`src/rtl/stream_max_pkg.sv`:
```
// Shared definitions for the stream maximum unit: FSM encoding and
// default parameter values.
package stream_max_pkg;

    typedef enum logic [1:0] {
        ST_IDLE  = 2'd0,
        ST_ACCUM = 2'd1,
        ST_DONE  = 2'd2
    } state_t;

    localparam int DEF_W          = 4;
    localparam int DEF_CH         = 2;
    localparam int DEF_LEN_W      = 8;
    localparam int DEF_APPROX_LSB = 2;

endpackage

```
`src/rtl/max_tree.sv`:
```
// Combinational reduction of one beat's lanes to its maximum value and the
// lane index holding it. Lower lanes win ties; in approximate mode the
// low APPROX_LSB bits are ignored for the compare but the original value
// is returned.
module max_tree
    import stream_max_pkg::*;
#(
    parameter int W          = DEF_W,
    parameter int CH         = DEF_CH,
    parameter int APPROX_LSB = DEF_APPROX_LSB
) (
    input  logic [CH*W-1:0]       data,
    input  logic                  approx_en,
    output logic [W-1:0]          max_val,
    output logic [$clog2(CH)-1:0] max_idx
);

    localparam int IDX_W = $clog2(CH);
    localparam logic [W-1:0] CMP_MASK = {W{1'b1}} << APPROX_LSB;

    logic [W-1:0] lane_val [CH];
    logic [W-1:0] lane_cmp [CH];

    genvar gi;
    generate
        for (gi = 0; gi < CH; gi++) begin : g_lane
            assign lane_val[gi] = data[gi*W +: W];
            assign lane_cmp[gi] = approx_en ? (lane_val[gi] & CMP_MASK) : lane_val[gi];
        end
    endgenerate

    // Linear scan; strict greater-than keeps the lowest index on ties
    always_comb begin
        logic [W-1:0] best_cmp;
        max_val  = lane_val[0];
        max_idx  = '0;
        best_cmp = lane_cmp[0];
        for (int k = 1; k < CH; k++) begin
            if (lane_cmp[k] > best_cmp) begin
                best_cmp = lane_cmp[k];
                max_val  = lane_val[k];
                max_idx  = IDX_W'(k);
            end
        end
    end

endmodule

```
`src/rtl/stream_max_unit.sv`:
```
// Frame-level maximum finder: accumulates the largest lane value over a
// frame of beats and reports value, lane and beat index once per frame.
module stream_max_unit
    import stream_max_pkg::*;
#(
    parameter int W          = DEF_W,
    parameter int CH         = DEF_CH,
    parameter int LEN_W      = DEF_LEN_W,
    parameter int APPROX_LSB = DEF_APPROX_LSB
) (
    input  logic                  clk,
    input  logic                  rst_n,
    input  logic                  in_valid,
    output logic                  in_ready,
    input  logic [CH*W-1:0]       in_data,
    input  logic [LEN_W-1:0]      frame_len,
    input  logic                  approx_en,
    output logic                  out_valid,
    input  logic                  out_ready,
    output logic [W-1:0]          out_max,
    output logic [$clog2(CH)-1:0] out_idx,
    output logic [LEN_W-1:0]      out_beat
);

    localparam int IDX_W = $clog2(CH);
    localparam logic [W-1:0] CMP_MASK = {W{1'b1}} << APPROX_LSB;

    state_t             state_q, state_d;
    logic [LEN_W-1:0]   len_q, len_d;
    logic               approx_q, approx_d;
    logic [LEN_W-1:0]   cnt_q, cnt_d;
    logic [W-1:0]       acc_max_q, acc_max_d;
    logic [IDX_W-1:0]   acc_idx_q, acc_idx_d;
    logic [LEN_W-1:0]   acc_beat_q, acc_beat_d;

    logic               tree_approx;
    logic [W-1:0]       beat_max;
    logic [IDX_W-1:0]   beat_idx;
    logic [W-1:0]       beat_cmp;
    logic [W-1:0]       acc_cmp;
    logic [LEN_W-1:0]   cnt_inc;

    // The first beat uses the live approx_en; later beats the latched copy
    assign tree_approx = (state_q == ST_IDLE) ? approx_en : approx_q;

    max_tree #(
        .W          (W),
        .CH         (CH),
        .APPROX_LSB (APPROX_LSB)
    ) u_max_tree (
        .data      (in_data),
        .approx_en (tree_approx),
        .max_val   (beat_max),
        .max_idx   (beat_idx)
    );

    assign beat_cmp  = approx_q ? (beat_max & CMP_MASK) : beat_max;
    assign acc_cmp   = approx_q ? (acc_max_q & CMP_MASK) : acc_max_q;
    assign cnt_inc   = cnt_q + LEN_W'(1);

    assign in_ready  = (state_q != ST_DONE);
    assign out_valid = (state_q == ST_DONE);
    assign out_max   = acc_max_q;
    assign out_idx   = acc_idx_q;
    assign out_beat  = acc_beat_q;

    // Next-state, frame configuration and accumulator update
    always_comb begin
        state_d    = state_q;
        len_d      = len_q;
        approx_d   = approx_q;
        cnt_d      = cnt_q;
        acc_max_d  = acc_max_q;
        acc_idx_d  = acc_idx_q;
        acc_beat_d = acc_beat_q;
        case (state_q)
            ST_IDLE: begin
                if (in_valid) begin
                    // A zero length is treated as a one-beat frame
                    len_d      = (frame_len == '0) ? LEN_W'(1) : frame_len;
                    approx_d   = approx_en;
                    cnt_d      = '0;
                    acc_max_d  = beat_max;
                    acc_idx_d  = beat_idx;
                    acc_beat_d = '0;
                    state_d    = (frame_len <= LEN_W'(1)) ? ST_DONE : ST_ACCUM;
                end
            end
            ST_ACCUM: begin
                if (in_valid) begin
                    cnt_d = cnt_inc;
                    // Strictly greater: earliest beat keeps a tie
                    if (beat_cmp > acc_cmp) begin
                        acc_max_d  = beat_max;
                        acc_idx_d  = beat_idx;
                        acc_beat_d = cnt_inc;
                    end
                    if (cnt_inc == len_q - LEN_W'(1)) begin
                        state_d = ST_DONE;
                    end
                end
            end
            ST_DONE: begin
                if (out_ready) begin
                    state_d = ST_IDLE;
                end
            end
            default: state_d = ST_IDLE;
        endcase
    end

    // State registers with asynchronous clear
    always_ff @(posedge clk or negedge rst_n) begin
        if (!rst_n) begin
            state_q    <= ST_IDLE;
            len_q      <= '0;
            approx_q   <= 1'b0;
            cnt_q      <= '0;
            acc_max_q  <= '0;
            acc_idx_q  <= '0;
            acc_beat_q <= '0;
        end else begin
            state_q    <= state_d;
            len_q      <= len_d;
            approx_q   <= approx_d;
            cnt_q      <= cnt_d;
            acc_max_q  <= acc_max_d;
            acc_idx_q  <= acc_idx_d;
            acc_beat_q <= acc_beat_d;
        end
    end

endmodule

```
`config.mk`:
```
export PLATFORM = sky130hd
export DESIGN_NAME = stream_max_unit
export DESIGN_NICKNAME = d
export VERILOG_FILES = /design/src/rtl/stream_max_pkg.sv /design/src/rtl/max_tree.sv /design/src/rtl/stream_max_unit.sv
export SDC_FILE = /design/constraint.sdc
export NUM_CORES = 1
export LEC_CHECK = 0
export CORE_ASPECT_RATIO = 0.7
export CORE_MARGIN = 10
export CORE_UTILIZATION = 45
export CTS_CLUSTER_DIAMETER = 120
export DETAILED_ROUTE_END_ITERATION = 12
export PLACE_DENSITY_LB_ADDON = 0.08
export SLEW_MARGIN = 0
export SYNTH_ARGS = -nofsm -noshare
export SYNTH_HDL_FRONTEND = slang
export SYNTH_SLANG_ARGS = --single-unit
```
`constraint.sdc`:
```
create_clock -name clk -period 4.85 [get_ports clk]
set_input_delay 0.97 -clock clk [delete_from_list [all_inputs] [get_ports clk]]
set_output_delay 0.97 -clock clk [all_outputs]
set_load 0.05 [all_outputs]
```
; ---- Yosys cells after proc, flatten, opt, wreduce, memory -nomap -nowiden
; Index checks and enable logic that the tools add are counted.
[op_classes]
addsub = 2
n_lt_le_gt_ge = 3
eq_ne = 9
n_mux = 28
reduce_logical = 7
[ops]
columns = cell, count
row1 = 8-bit 2-to-1 mux, 5
row2 = 8-bit case mux with 2 select lines, 2
row3 = 2-bit 2-to-1 mux, 9
row4 = 4-bit 2-to-1 mux, 4
row5 = 2-bit != test (second input constant), 5
row6 = 8-bit by 1-bit adder with 8-bit output (second input constant), 1
row7 = 8-bit equality test, 1
row8 = 4-bit greater-than comparator, 2
row9 = 8-bit by 1-bit less-or-equal comparator with 1-bit output (second input constant), 1
row10 = 8-bit zero test, 1
row11 = 4-bit case mux with 2 select lines, 1
row12 = 4-bit AND reduction, 2
row13 = 8-bit by 1-bit subtractor with 8-bit output (second input constant), 1
row14 = 2-bit case mux with 3 select lines, 1
row15 = 1-bit 2-to-1 mux, 5
row16 = 3-bit AND reduction, 1
row17 = 2-bit by 1-bit equality test with 1-bit output (second input constant), 1
row18 = 2-bit equality test (second input constant), 1
row19 = 2-bit zero test, 1
row20 = 2-bit by 1-bit != test with 1-bit output (second input constant), 1
row21 = 1-bit case mux with 2 select lines, 1
row22 = 2-bit AND reduction, 1
row23 = 2-bit nonzero test, 1
[word_totals]
regBits = 32
out_inout_bits = 15
elab_cells = 56

; ---- Logic depth before layout (Yosys ltp)
[logic_depth]
ltp_word = 10
mapped_depth = 17
mapped_depth_nobuf = 15

; ---- Cells and area by module
; Synthesis repeated with hierarchy kept, for this count alone.
[unflattened]
cells_unflattened = 196
hier_area_um2 = 1989.4
[modules_own_cells]
columns = mod, n_inst, cells_per_inst, area_each_um2, seq_area_each_um2
row1 = stream_max_unit, 1, 177, 1811.7, 800.8
row2 = max_tree, 1, 19, 177.7, 0.0

; ---- Worst setup path before layout
; OpenSTA, ideal clock, no wires.
[synth_path]
path_kind = input-to-reg
start = in approx_en
end = reg acc_beat_q[3] (netlist: out_beat[3])
arrival_time_ps = 4183
t_required_ps = 4725
slack_ps = 543
stages = 13
n_path_buf = 1
cell_sequence = mux2i_1 > nand2_1 > ha_1 > nor2b_1 > o21ai_0 > a21oi_1 > mux2_2 > ha_1 > and2_1 > a32o_1 > a21oi_1 > clkbuf_1 > mux2_2
[synth_via]
elab_chain_len = 8
[synth_lines]
columns = element, line_no
row1 = from (decl), stream_max_unit.sv:17  ; input logic approx_en,
row2 = 1-bit 2-to-1 mux (*), stream_max_unit.sv:44  ; assign tree_approx = (state_q == ST_IDLE) ? approx_en : approx_q;
row3 = 2-bit 2-to-1 mux, max_tree.sv:28  ; assign lane_cmp[gi] = approx_en ? (lane_val[gi] & CMP_MASK) : lane_val[gi];
row4 = 4-bit greater-than comparator (*), max_tree.sv:39  ; if (lane_cmp[k] > best_cmp) begin
row5 = 4-bit 2-to-1 mux (*), max_tree.sv:39
row6 = 2-bit 2-to-1 mux, stream_max_unit.sv:57  ; assign beat_cmp = approx_q ? (beat_max & CMP_MASK) : beat_max;
row7 = 4-bit greater-than comparator (*), stream_max_unit.sv:93  ; if (beat_cmp > acc_cmp) begin
row8 = 2-bit != test (no source line) (*), n/a
row9 = 4-bit AND reduction (no source line) (*), n/a
row10 = to (signal assigned), stream_max_unit.sv:129  ; acc_beat_q <= acc_beat_d;
row11 = to (decl), stream_max_unit.sv:34  ; logic [LEN_W-1:0] acc_beat_q, acc_beat_d;
; Every way passes the cells marked *; elsewhere a longest branch is shown, timed or not.
; A chain may end at the register's enable or synchronous reset.

; ---- Worst setup path after layout
[layout_path]
start = in approx_en
end = reg acc_max_q[3] (netlist: out_max[3])
[layout_rtl]
columns = element, line_no
row1 = 1-bit 2-to-1 mux (*), stream_max_unit.sv:44
row2 = 2-bit 2-to-1 mux, max_tree.sv:28
row3 = 4-bit greater-than comparator (*), max_tree.sv:39
row4 = 4-bit 2-to-1 mux (*), max_tree.sv:39
row5 = 4-bit 2-to-1 mux, stream_max_unit.sv:93
row6 = 4-bit 2-to-1 mux, stream_max_unit.sv:90  ; if (in_valid) begin
row7 = 4-bit case mux with 2 select lines (*), stream_max_unit.sv:76  ; case (state_q)
row8 = net acc_max_d[3], stream_max_unit.sv:32  ; logic [W-1:0] acc_max_q, acc_max_d;
row9 = to (signal assigned), stream_max_unit.sv:127  ; acc_max_q <= acc_max_d;
row10 = to (decl), stream_max_unit.sv:32
; Mark *: on every way through the listed nets, which the timed path passes. The rest lies on a longest branch. The select of a mux whose other input is x is not followed.

==> flow_summary_export.csv <==
group,metric,value,unit
clock_tree,tritoncts,"done",
global_route,grt_pass1_vias,1684,
min_path,holdCritPathClass,"reg2reg",
timing,relSlewSlack,0.651,
worst_setup_path,worstPathRequired,5020,ps
clock_tree,clock-sinks,32,
die,pin_count,36,
logic_synthesis,synth-async-reset-ratio,1.00,
place,place.gp.congestion,0.868,
global_route,grt_max_degree,33,
logic_synthesis,mappedNetlistArea,1950,sq um
worst_setup_path,r2r-end,"out_max[3]",
route,routed_wirelength,4890,microns
worst_setup_path,cp_slowest_stage_delay,440,ps
logic_synthesis,ys_ff_latch,32,
clock_tree,insertion_delay,290,ps
clock_tree,cts_root_buffer,"clkbuf_8",
place,port_buffers,35,
worst_setup_path,startpoint,"approx_en",
global_route,grt_remaining_overflow,0,
clock_tree,cts_resized,0,
die,die_area,7410,sq um
worst_setup_path,crit_type,"in2reg",
logic_synthesis,synth_compound_area_frac,0.117,
logic_synthesis,syn-num-nets,230,
timing,fmax,0.222,GHz
worst_setup_path,endpoint,"out_max[3]",
timing,setup_viol,0,
worst_setup_path,rr_startpoint,"state_q[0]",
clock_tree,postCtsHoldBufs,0,
finish,multi_input_area,1090,sq um
timing,fin_crit,4500,ps
finish,drive_gt1_frac,0.146,
flow_run,max_cap_viol_count,0,
logic_synthesis,synthSimpleGateAreaFrac,0.185,
finish,areaGrowthSynthToFinish,27.9,%
route,wl_per_cell,16.7,microns
logic_synthesis,synth_mux_area_frac,0.146,
power,power.density,669,nW/um^2
die,coreArea,4040,sq um
logic_synthesis,syn_inst,199,
timing,slew_viol_final,0,
timing,fin_crit_sh,0.928,
finish,layout.area.seq,801,sq um
route,ant_nets,0,
logic_synthesis,ys_types,40,
logic_synthesis,synth_area_leaders,"dfrtp_1 41%, mux2_2 11%, ha_1 6.4%, nand2_1 4.0%, mux2i_1 3.6%",
logic_synthesis,yosysWarnings,0,
timing,hold_viol,0,
global_route,grt_first_pass_wirelength,8200,microns
worst_setup_path,endpoint_kind,"register",
timing,fin_worst_skew,6.27,ps
logic_synthesis,synth_flop_cell,"dfrtp_1",
timing,rsz0062_at_grt,"no",
timing,worst_slew_pin_slew,521,ps
global_route,antenna_found_initial,0,
die,row_count,19,
power,p_leak,1.09,nW
clock_tree,clk_pin_slew_worst_paths,60,ps
finish,final_cell_mix,"35 x clkdlybuf4s50_1, 32 x dfrtp_1, 21 x nand2_1",
power,max-vdd-ir-drop,0.349,mV
die,chipWidth,98.7,microns
global_route,track_usage,0.136,
worst_setup_path,cp_cell_sequence,"clkdlybuf4s50_1 > mux2i_1 > nand2_1 > ha_1 > nor2b_1 > o21ai_0 > a21oi_1 > mux2_2 > ha_1 > and2_1 > o21ai_0 > a32o_1 > a21oi_1 > buf_4 > mux2_2",
clock_tree,post_cts_buffers,0,
clock_tree,numCtsBuffers,5,
logic_synthesis,synth_top_family_by_area,"simple AND/OR/NAND/NOR gates",
worst_setup_path,worstPathMaxFanout,10,
logic_synthesis,synth-edff-count,0,
finish,fin_area,2500,sq um
route,via_per_inst,5.58,
run_status,status,"complete, no violations",
place,placed_area,2370,sq um
route,vias,1628,
logic_synthesis,synth-xor-area-share,0.0449,
logic_synthesis,synth.avg_cell_area,9.81,sq um
logic_synthesis,synth_top_area_cell,"dfrtp_1",
timing,fin_tns_setup,0,ps
logic_synthesis,synthAdderAreaFrac,0.0641,
route,drt_iter0_drc,89,
logic_synthesis,ys_seq_area_frac,0.410,
worst_setup_path,cp.arrival,4670,ps
route,drcViolationCount,0,
clock_tree,htreeDepth,2,
worst_setup_path,crit_path_start_kind,"primary input",
place,hpwl,3820,microns
clock_tree,clock_path_buffers,2,
finish,antenna_cells,0,
worst_setup_path,slowest_stage,"a21oi_1",
finish,final_common_cell,"clkdlybuf4s50_1",
die,start_util,0.483,
worst_setup_path,r2r_slack,680,ps
finish,fillers,354,
die,die_y,75.1,microns
worst_setup_path,ff2ff_path_depth,15,
logic_synthesis,synth_top_area_frac,0.410,
finish,fin_nets,270,
route,first_pass_iters,4,
[registers in the layout, summed over array words and instances, names as in the netlist]
name	flops
cnt_q	8
len_q	8
out_beat	8
out_max	4
state_q	2
approx_q	1
out_idx	1
[synthesized netlist by cell type, types with 3 or more instances]
cell type	n
mux2i_1	7
dfrtp_1	32
inv_1	12
nand3_1	3
nor2_1	11
xnor2_1	5
or3_1	3
clkbuf_1	4
xor2_1	5
ha_1	10
nor3_1	3
o21ai_0	13
nand2b_1	5
and2_1	5
mux2_2	19
o31ai_1	3
nand2_1	21
a21oi_1	7
nor2b_1	4
[how the worst min path moves through the flow]
stage | startpoint | endpoint | slack (ps) | cells past startpoint
floorplan | cnt_q[7] | cnt_q[7] | 460 | 2
global placement | cnt_q[7] | cnt_q[7] | 480 | 2
detailed placement | out_beat[6] | out_beat[6] | 500 | 1
CTS | out_idx | out_idx | 510 | 1
global route | out_idx | out_idx | 530 | 1
finish | out_idx | out_idx | 510 | 1
[through the flow]
| stage | utilization | hold slack [ps] | setup WS [ps] | total power [mW] | cells |
|---|---|---|---|---|---|
| floorplan | - | 464 | 543 | 1.12 | 199 |
| global placement | 0.586 | 480 | 290 | 1.35 | 284 |
| detailed placement | 0.586 | 499 | 84.4 | 1.39 | 284 |
| CTS | 0.618 | 514 | 369 | 1.68 | 292 |
| global route | 0.618 | 533 | 100 | 1.79 | 292 |
| finish | 0.618 | 509 | 348 | 1.67 | 292 |
[power by group]
| part | switching (mW) | internal, mW | leakage [nW] | total [mW] |
|---|---|---|---|---|
| combinational | 0.484 | 0.409 | 0.637 | 0.893 |
| sequential | 0.117 | 0.376 | 0.387 | 0.493 |
| clock | 0.103 | 0.181 | 0.0645 | 0.284 |
| total | 0.703 | 0.967 | 1.09 | 1.67 |
[kinds of logic (layout without fill, tap and decap cells)]
kind of cell             after synthesis  after routing
AND/OR/NAND/NOR                       68             68
AO/OA/AOI/OAI                         36             36
flip-flops                            32             32
multiplexers                          26             26
buffers and inverters                 17             58
adder cells (fa/ha/maj)               10             10
XOR/XNOR                              10             10
[per-layer routing]
metal,vias to the layer above,wire length (microns),GRT usage
met3,7,262,0.0466
met2,25,2210,0.215
met1,807,2380,0.174
met5,-,0,0
li1,789,-,-
met4,0,46,0.0428
[final cells by class]
cell class                      instances  share of cell area
Multi-Input combinational cell        150               0.435
Sequential cell                        32               0.321
Timing Repair Buffer                   38               0.149
Clock buffer                            7              0.0386
Tap cell                               52              0.0261
Inverter                               12              0.0180
Clock inverter                          1              0.0120
[worst max-delay path, delay by kind of cell]
family / cells / cell delay [ps]
muxes: 3 / 1060
AOI/OAI and AO/OA: 5 / 1000
buffers and inverters: 2 / 660
adders and majority gates: 2 / 590
and+or+nand+nor: 3 / 400
(Power assumes the default switching activity.)
